<file path="src/rtl/cla16_pkg.sv">
// Shared types and sizing for the 16-bit carry-lookahead adder/subtractor.
package cla16_pkg;

  localparam int WIDTH  = 16;
  localparam int GROUP  = 4;
  localparam int NGROUP = 4;

  typedef logic [WIDTH-1:0] word_t;

  typedef struct packed {
    logic g;
    logic p;
  } gp_t;

  // Per-bit generate/propagate from one operand bit pair.
  function automatic gp_t bit_gp(input logic a, input logic b);
    gp_t r;
    r.g = a & b;
    r.p = a ^ b;
    return r;
  endfunction

endpackage

</file>
<file path="src/rtl/cla4_group.sv">
// First-level 4-bit lookahead group: local carries, sum bits, and group G/P
// for the second-level unit.
module cla4_group
  import cla16_pkg::*;
(
  input  logic [GROUP-1:0] a,
  input  logic [GROUP-1:0] b,
  input  logic             c0,
  output logic [GROUP-1:0] s,
  output logic             G,
  output logic             P
);

  gp_t [GROUP-1:0] gp;
  logic [GROUP-1:0] c;

  always_comb begin
    for (int i = 0; i < GROUP; i++) gp[i] = bit_gp(a[i], b[i]);
  end

  // Flattened lookahead: every carry is a two-level function of c0 and g/p.
  always_comb begin
    c[0] = c0;
    c[1] = gp[0].g | (gp[0].p & c0);
    c[2] = gp[1].g | (gp[1].p & gp[0].g) | (gp[1].p & gp[0].p & c0);
    c[3] = gp[2].g | (gp[2].p & gp[1].g) | (gp[2].p & gp[1].p & gp[0].g)
         | (gp[2].p & gp[1].p & gp[0].p & c0);
  end

  always_comb begin
    for (int i = 0; i < GROUP; i++) s[i] = gp[i].p ^ c[i];
  end

  assign G = gp[3].g | (gp[3].p & gp[2].g) | (gp[3].p & gp[2].p & gp[1].g)
           | (gp[3].p & gp[2].p & gp[1].p & gp[0].g);
  assign P = gp[3].p & gp[2].p & gp[1].p & gp[0].p;

endmodule

</file>
<file path="src/rtl/cla_16bit.sv">
// 16-bit two-level carry-lookahead adder/subtractor, registered outputs.
// Define CLA16_OVF_EN to add the registered signed-overflow output ovf.
module cla_16bit
  import cla16_pkg::*;
(
  input  logic  clk,
  input  logic  rst_n,
  input  word_t ain,
  input  word_t bin,
  input  logic  cin,
  input  logic  sub,
  output word_t sum,
  output logic  cout
`ifdef CLA16_OVF_EN
  ,
  output logic  ovf
`endif
);

  word_t              b_eff;
  word_t              sum_nxt;
  logic               c0;
  logic [NGROUP-1:0]  grp_g;
  logic [NGROUP-1:0]  grp_p;
  logic [NGROUP:0]    gc;

  // Subtract is a + ~b + 1; the external carry-in is not used then.
  assign b_eff = bin ^ {WIDTH{sub}};
  assign c0    = sub | cin;

  for (genvar gi = 0; gi < NGROUP; gi++) begin : g_grp
    cla4_group u_grp (
      .a  (ain[gi*GROUP +: GROUP]),
      .b  (b_eff[gi*GROUP +: GROUP]),
      .c0 (gc[gi]),
      .s  (sum_nxt[gi*GROUP +: GROUP]),
      .G  (grp_g[gi]),
      .P  (grp_p[gi])
    );
  end

  // Second-level lookahead: group carries c4/c8/c12/c16 straight from c0.
  always_comb begin
    gc[0] = c0;
    gc[1] = grp_g[0] | (grp_p[0] & c0);
    gc[2] = grp_g[1] | (grp_p[1] & grp_g[0]) | (grp_p[1] & grp_p[0] & c0);
    gc[3] = grp_g[2] | (grp_p[2] & grp_g[1]) | (grp_p[2] & grp_p[1] & grp_g[0])
          | (grp_p[2] & grp_p[1] & grp_p[0] & c0);
    gc[4] = grp_g[3] | (grp_p[3] & grp_g[2]) | (grp_p[3] & grp_p[2] & grp_g[1])
          | (grp_p[3] & grp_p[2] & grp_p[1] & grp_g[0])
          | (grp_p[3] & grp_p[2] & grp_p[1] & grp_p[0] & c0);
  end

  always_ff @(posedge clk or negedge rst_n) begin
    if (!rst_n) begin
      sum  <= '0;
      cout <= 1'b0;
    end else begin
      sum  <= sum_nxt;
      cout <= gc[NGROUP];
    end
  end

`ifdef CLA16_OVF_EN
  logic ovf_nxt;

  // Overflow judged on the effective operand, so subtract needs no special case.
  assign ovf_nxt = (ain[WIDTH-1] == b_eff[WIDTH-1]) && (sum_nxt[WIDTH-1] != ain[WIDTH-1]);

  always_ff @(posedge clk or negedge rst_n) begin
    if (!rst_n) ovf <= 1'b0;
    else        ovf <= ovf_nxt;
  end
`endif

endmodule

</file>
<file path="config.mk">
export PLATFORM = sky130hd
export DESIGN_NAME = cla_16bit
export DESIGN_NICKNAME = d
export VERILOG_FILES = /design/src/rtl/cla16_pkg.sv /design/src/rtl/cla4_group.sv /design/src/rtl/cla_16bit.sv
export SDC_FILE = /design/constraint.sdc
export NUM_CORES = 1
export LEC_CHECK = 0
export CAP_MARGIN = 10
export CORE_ASPECT_RATIO = 1.75
export CORE_MARGIN = 4
export CORE_UTILIZATION = 36
export DETAILED_ROUTE_END_ITERATION = 6
export GPL_TIMING_DRIVEN = 0
export PLACE_DENSITY = 0.73
export SLEW_MARGIN = 20
export SYNTH_ARGS = -nofsm -noshare
export SYNTH_HDL_FRONTEND = slang
export SYNTH_SLANG_ARGS = --single-unit
export TNS_END_PERCENT = 20
</file>
<file path="constraint.sdc">
create_clock -name clk -period 0.8 [get_ports clk]
set_input_delay 0.24 -clock clk [delete_from_list [all_inputs] [get_ports clk]]
set_output_delay 0.24 -clock clk [all_outputs]
set_load 0.005 [all_outputs]
</file>
==> Word-level counts from Yosys, hierarchy flattened <==
Index checks and enable logic that the tools add are counted.
{ "totals": {"mem_count": 0, "latchBits": 0, "input_bits": 36, "word_cells": 174, "register_bits": 17, "mem_bits_rw": 0, "output_inout_bits": 17, "mem_bits_ro": 0} }
{ "op_classes": {"magnitude_cmp": 0, "div": 0, "eq_ne": 0, "n_addsub": 0, "bitwise_logic": 172, "shifts": 0, "mul": 0, "muxes": 0, "reduce_logical": 0} }
{ "op_table": {"columns": ["op", "n"], "rows": [
  ["bitwise AND 1 bit", 92],
  ["bitwise OR 1 bit", 47],
  ["XOR 1 bit", 32],
  ["XOR 16 bit", 1]
]} }

==> Logic depth before layout (Yosys ltp) <==
{ "logic_depth": {"ltp_word": 13, "mapped_depth": 11, "mapped_depth_nobuf": 9} }

==> By module <==
Synthesis repeated with hierarchy kept, for this count alone.
{ "hier_totals": {"hier_cells": 127, "area_unflattened_um2": 1326.3} }
{ "by_module_without_submodules": {"columns": ["module", "area_each_um2", "cells_per_inst", "seq_area_each_um2", "instances"], "rows": [
  ["cla4_group", 170.2, 21, 0.0, 4],
  ["cla_16bit", 645.6, 43, 425.4, 1]
]} }

==> Worst setup path before layout <==
No wires, ideal clock.
{ "synth_path": {"kind": "input -> register", "startpoint": "input port sub", "endpoint": "register sum[13]", "path_slack_ps": -1926, "path_buffers": 2, "required_time_ps": 673, "setup_time_ps": 127, "stages": 11, "arrival_time_ps": 2599, "cell_sequence": "buf_6 buf_2 xor2_1 ha_1 and3_1 o21ai_0 a21oi_2 o21a_1 a211o_1 fa_1 xor2_1"} }
{ "synth_between": {"elab_chain_cells": 13, "word_cells_on_any_way": 67, "cone_classes": "67 x bitwise"} }
{ "synth_rtl": {"columns": ["item", "line", "text"], "rows": [
  ["start, declared", "cla_16bit.sv:11", "input logic sub,"],
  ["XOR 16 bit", "cla_16bit.sv:28", "assign b_eff = bin ^ {WIDTH{sub}};"],
  ["XOR 1 bit or bitwise AND 1 bit (tied branches)", "cla16_pkg.sv:19, cla16_pkg.sv:18", null],
  ["bitwise AND 1 bit, on equally long branches", "cla4_group.sv:34, cla4_group.sv:35, cla4_group.sv:36", null],
  ["bitwise OR 1 bit (tied with other cells)", "cla4_group.sv:34", "assign G = gp[3].g | (gp[3].p & gp[2].g) | (gp[3].p & gp[2].p & gp[1].g)"],
  ["bitwise OR 1 bit or bitwise AND 1 bit (tied branches)", "cla4_group.sv:34, cla4_group.sv:35", null],
  ["bitwise OR 1 bit", "cla4_group.sv:35", "| (gp[3].p & gp[2].p & gp[1].p & gp[0].g);"],
  ["bitwise AND 1 bit", "cla_16bit.sv:47", "gc[3] = grp_g[2] | (grp_p[2] & grp_g[1]) | (grp_p[2] & grp_p[1] & grp_g[0])"],
  ["bitwise OR 1 bit (2 in a row)", "cla_16bit.sv:47", null],
  ["bitwise OR 1 bit", "cla_16bit.sv:48", "| (grp_p[2] & grp_p[1] & grp_p[0] & c0);"],
  ["bitwise AND 1 bit", "cla4_group.sv:24", "c[1] = gp[0].g | (gp[0].p & c0);"],
  ["bitwise OR 1 bit", "cla4_group.sv:24", null],
  ["XOR 1 bit (*)", "cla4_group.sv:31", "for (int i = 0; i < GROUP; i++) s[i] = gp[i].p ^ c[i];"],
  ["net g_grp[3].u_grp.s[1]", "cla4_group.sv:9", "output logic [GROUP-1:0] s,"],
  ["end signal, assigned", "cla_16bit.sv:59", "sum <= sum_nxt;"],
  ["end, declared", "cla_16bit.sv:12", "output word_t sum,"]
]} }
The timed path passes the listed nets; every way through them passes the cells marked *.

==> Worst setup path after layout <==
Ends and elaborated chain as after synthesis.

==> results.py <==
metrics = {
    "placed_design": {
        "portBuffers": 51,
        "placed_cell_area_mm2": 0.001941,
        "gp_congestion": 0.8194,
        "hpwl_um": 2696,
    },
    "synthesis": {
        "synthCells": 130,
        "ys.flop_type": "dfrtp_1",
        "synth_edf_count": 0,
        "syn_avg_cell_area_um2": 10.31,
        "ys_types": 29,
        "synth_area_mm2": 0.001340,
        "ys_seq_area_share_pct": 31.75,
        "synthArstFlopShare_pct": 100.0,
        "ys_warn_count": 0,
        "synth_nets": 186,
        "ys_ff_latch": 17,
    },
    "clock_network": {
        "clockRootBuffer": "clkbuf_8",
        "cts_made_buffers": 3,
        "cts_num_sinks": 17,
        "path_clk_slew_ns": 0.07,
        "cts_tree": "yes",
        "clockBufferDepth": 2,
        "cts_htree_levels": 1,
        "ctsHoldBuffers": 0,
    },
    "floorplanning": {
        "die-area_mm2": 0.004801,
        "floorplan.rows": 29,
        "die_x_um": 54.12,
        "start_util_pct": 37.30,
        "core_mm2": 0.003592,
        "die_h_um": 88.71,
        "io_pins": 53,
    },
    "route": {
        "dr.pass1.iters": 4,
        "ant_nets": 0,
        "drt-total-wl_um": 4009,
        "dr_total_vias": 1337,
        "viasPerCell": 5.007,
        "routedWlPerCell_um": 15.01,
        "drc": 0,
        "drt-initial-drc-count": 20,
    },
    "sta": {
        "holdWs_ns": -0.09154,
        "rsz0062_at_grt": "true",
        "setup_viol": 34,
        "period_needed_ns": 2.189,
        "tns_ns": -21.16,
        "setup_ws_ns": -1.389,
        "min_period_over_period_pct": 273.7,
        "slew-limit-headroom_pct": 69.55,
        "fmax_mhz": 456.8,
        "drv_slew": 0,
        "worst_slew_pin_slew_ns": 0.4568,
        "hold_viol": 17,
    },
    "worst_setup_path": {
        "crit_chain": "buf_12 -> buf_12 -> xor2_4 -> ha_4 -> a21o_1 -> o21ai_4 -> a21oi_4 -> o21a_1 -> a211o_1 -> fa_2 -> xor2_1",
        "arrival_ns": 2.35,
        "worstSetupPathType": "in -> reg",
        "cp_common_cell": "buf_12",
        "start_kind": "input pin",
        "cp_slowest_cell": "fa_2",
        "cpPeakStageDelay_ns": 0.36,
        "required_ns": 0.96,
        "crit_fanout": 5,
        "cp-end-kind": "flip-flop",
    },
    "cells_and_area": {
        "nNetsFinal": 278,
        "area_delta_synth_final_pct": 79.93,
        "drive_gt1_share_pct": 44.80,
        "finish.utilization_pct": 67.12,
        "antennaDiodeCount": 0,
        "fill_cells": 254,
        "postLayoutCellArea_mm2": 0.002411,
    },
    "grt": {
        "antenna_found_initial": 0,
        "grt_max_degree": 18,
        "grt_overflow": 0,
        "track_usage_pct": 18.45,
        "grt_pass1_vias": 1482,
        "grt_pass1_wl_um": 6403,
    },
    "outcome": {
        "outcome": "finished with violations",
        "failed_checks": "hold timing, setup timing",
    },
    "min_path": {
        "hp-class": "in -> async",
    },
    "run": {
        "drv_cap": 0,
    },
    "power_and_ir_drop": {
        "peakVddDrop_mv": 1.002,
        "powerDensity_mw_per_mm2": 1667,
        "p_leak_nw": 1.111,
        "p_total_mw": 4.020,
    },
}
==> sequential cells by signal, summed over array words and instances, names as in the netlist <==
signal and count:
cout 1, sum 16
==> power breakdown <==
part           total (mW)  leakage (nW)  switching, mW  internal, mW
clock network       0.694        0.0228          0.338         0.356
logic                2.13         0.891          0.987          1.15
registers            1.19         0.198         0.0731          1.12
total                4.02          1.11           1.40          2.62
==> metal layers <==
metal / track usage [%] / share of wire (%) / routed length [um]
met5: 0 / 0 / 0
met4: 9.751 / 3.8 / 154
met1: 18.60 / 35 / 1422
met3: 2.867 / 5.4 / 218
met2: 34.24 / 55 / 2214
==> what timing repair did <==
action	4_1_cts	5_1_grt
hold endpoints to repair	0	17
setup endpoints to repair	51	51
setup buffers	30	6
resized for setup	93	28
pin swaps	43	11
==> per-stage QoR <==
stage / std cells / worst slack [ns]
after floorplan: 130 / -1.662
after global placement: 227 / -1.943
after detailed placement: 227 / -1.999
after CTS: 261 / -1.451
after global routing: 267 / -1.460
final: 267 / -1.389
==> cell usage in the layout, fill, tap and decap left out, types with 5 or more instances in the layout <==
master,n
dfrtp_1,17
dlygate4sd2_1,10
inv_1,8
clkdlybuf4s50_1,19
xor2_1,13
clkbuf_2,16
o21a_1,5
buf_6,5
xnor2_1,6
ha_1,10
xor2_2,5
nor2_1,9
buf_4,30
==> Yosys cell counts, types with 2 or more instances <==
library cell   n  area share [%]
xor2_1        19              12
dfrtp_1       17              32
ha_1          16              15
inv_1         10             2.8
nor2_1        10             2.8
xnor2_1        6             3.9
nand3_1        5             1.9
o21a_1         5             2.8
a21oi_1        4             1.5
fa_1           4             6.0
o21ai_0        4             1.5
a21o_1         3             1.7
and3_1         3             1.4
nor3_1         3             1.1
a211o_1        2             1.3
a211oi_1       2             1.1
a21oi_2        2             1.3
a31oi_1        2            0.93
and2_1         2            0.93
nand2_1        2            0.56
==> cell type report <==
type                       count  area, um2  area share [%]
buffer                         2      40.04           1.661
tap                           46      57.56           2.387
multi-input combinational    101       1097           45.51
sequential                    17      425.4           17.64
clock buffer                   4      45.04           1.868
timing repair buffer          87      708.2           29.37
inverter                      10      37.54           1.557
==> critical path, delay by kind of cell <==
kind | cells | cell delay [ns]
AOI/OAI and AO/OA | 5 | 0.95
adders and majority gates | 2 | 0.59
xor gates and xnor gates | 2 | 0.32
buffers and inverters | 2 | 0.25
==> cells by family after synthesis <==
group | synth area share (%)
adder cells (fa/ha/maj) | 20.92
buffers and inverters | 4.015
XOR/XNOR | 16.34
flip-flops | 31.75
AND/OR/NAND/NOR | 10.18
AO/OA/AOI/OAI | 16.81
==> worst max-delay path by stage <==
stage | start | endpoint | slack [ns] | depth (start not counted)
after CTS | sub | sum[13] | -1.45 | 11
after detailed placement | bin[0] | sum[13] | -2.00 | 10
after global routing | sub | sum[13] | -1.46 | 11
after global placement | bin[3] | sum[13] | -1.94 | 10
final | sub | sum[13] | -1.39 | 11
after floorplan | sub | sum[13] | -1.66 | 11
Power figures use the tool's default switching activity.
==> patch (same flow settings) <==
Add a define of `CLA16_OVF_EN`.
--- a/src/rtl/cla_16bit.sv
+++ b/src/rtl/cla_16bit.sv
@@ -1,5 +1,7 @@
 // 16-bit two-level carry-lookahead adder/subtractor, registered outputs.
 // Define CLA16_OVF_EN to add the registered signed-overflow output ovf.
+`define CLA16_OVF_EN
+
 module cla_16bit
   import cla16_pkg::*;
 (
Formal check against the unedited RTL (old outputs only; new: ovf): equivalent (Yosys induction, for registers that start in step).
==> patch against the original RTL <==
The run ends with negative setup slack left; sequential cell count is 1 higher; synthesized area increased by 1.3%; setup slack got worse by 0.16 ns; final cell count decreased by 4.5%; total power decreased by 6.1%; design area is 8.3% lower; routed wire length down 9.9%; first-iteration DRC count down 75%; critical path type unchanged; largest cell class unchanged.
==> patch: results (changes against the original RTL) <==
synth unique cells - 33 (+14%)
leakage - 1.07 nW (-3.5%)
# port buffers - 52 (+2.0%)
Hold WC Path Type - input port to asynchronous set/reset pin
syn nets - 185 (-0.54%)
biggest regs - sum (16), cout (1), ovf (1)
outcome - complete, but fails checks
Placer Congestion - 0.812 (-0.93%)
# H-tree levels - 1 (unchanged)
failing checks - negative setup slack
synthesized instance count - 129 (-0.77%)
top cells by area, synth - dfrtp_1 33%, ha_1 15%, xor2_1 13%
gr usage total - 15.9% (-2.6 points)
vias in the first global route - 1305 (-12%)
DR WL/cell - 14.2 um (-5.6%)
number of DRC markers in iteration 0 - 5 (-75%)
final net count - 267 (-4.0%)
Cells after DPL - 227 (unchanged)
CTS root buffer - clkbuf_8
layout cell share with drive strength beyond 1 - 35.9% (-8.9 points)
Critical Path Start - sub
Max Fanout on Critical Path - 4 (-1)
top post-synthesis cells by count - 20 x xor2_1, 18 x dfrtp_1, 16 x ha_1, 10 x inv_1
Antenna Cells - 0 (unchanged)
maximum vdd ir drop - 0.781 mV (-22%)
TritonCTS Buffers - 3 (unchanged)
actual slew at the worst max-slew pin - 0.739 ns (+0.282 ns)
Final setup viols - 36 (+5.9%)
first-pass GRT wire length - 5.58 mm (-13%)
fillers - 311 (+22%)
Seq/Total Area, Yosys - 33.2% (+1.4 points)
Worst Path Arrival - 2.48 ns (+0.13 ns)
hpwl dp - 2.54 mm (-5.9%)
DR pass1 iterations - 4 (unchanged)
vias - 1240 (-7.3%)
Async S/R FF share, synth - 100% (unchanged)
final setup margin - -1.55 ns (-0.160 ns)
final wirelength - 3.61 mm (-9.9%)
largest net degree at the start of global routing - 19 (+1)
[patch: cell type report]
cell class / instances / area share (%)
flip-flops and latches: 18 / 20.4
inverters: 10 / 1.70
plain buffers: 2 / 1.81
multi-input cells: 99 / 44.3
well taps: 46 / 2.60
clock buffers: 3 / 1.87
repair buffers: 77 / 27.4
[patch: cell families after synthesis]
| family | count (synthesis) | synth area share [%] |
|---|---|---|
| adder cells (fa/ha/maj) | 20 | 20.6 |
| buffers and inverters | 12 | 3.87 |
| flip-flops | 18 | 33.2 |
| XOR/XNOR | 27 | 17.4 |
| AO/OA/AOI/OAI | 27 | 15.5 |
| multiplexers | 1 | 0.829 |
| AND/OR/NAND/NOR | 24 | 8.57 |
[patch: timing repair]
action | in CTS | in global routing
gates resized for setup | 59 | 32
gates cloned | 0 | 0
setup buffers | 22 | 3
pin swaps | 28 | 18
endpoints found under the setup margin | 54 | 54
[patch: per-stage QoR]
| stage | cell area (um2) | setup WS (ns) | TNS (ns) | util [%] |
|---|---|---|---|---|
| after floorplan | 1390 | -1.76 | -22.25 | - |
| after global placement | 1970 | -2.06 | -39.46 | 54.2 |
| after detailed placement | 1970 | -2.11 | -40.63 | 54.2 |
| after CTS | 2210 | -1.62 | -26.01 | 60.9 |
| after global routing | 2210 | -1.65 | -25.91 | 61.0 |
| final | 2210 | -1.55 | -24.04 | 61.0 |
[patch: path summary, 6_finish.rpt]
check / end / slack, ns / depth (start not counted)
setup / recovery: sum[9] / -1.55 / 11
hold / removal: sum[2] / 0.13 / 1
max in group asynchronous: sum[11] / 0.20 / 1
min in group clk: sum[3] / 0.59 / 4
[patch: worst max-delay path, cell delays in order]
cell and delay (ns):
buf_12 0.10, buf_12 0.12, xor2_2 0.14, ha_1 0.31
a21o_1 0.18, a21oi_2 0.18, o22ai_2 0.11, a311o_4 0.40
buf_4 0.17, fa_2 0.38, xor2_1 0.14
[patch: routing by layer]
layer | vias up | global-route usage, % | share of wire (%) | routed length (um)
met1 | 590 | 16.2 | 35 | 1260
met5 | - | 0 | 0 | 0
li1 | 599 | - | - | -
met4 | 0 | 8.84 | 2.6 | 93
met3 | 10 | 2.00 | 4.3 | 155
met2 | 41 | 29.4 | 58 | 2100
[patch: power by group]
group	internal (mW)	total [mW]	switching, mW
Sequential	1.18	1.26	0.0744
Combinational	1.04	1.92	0.878
Clock	0.334	0.600	0.267
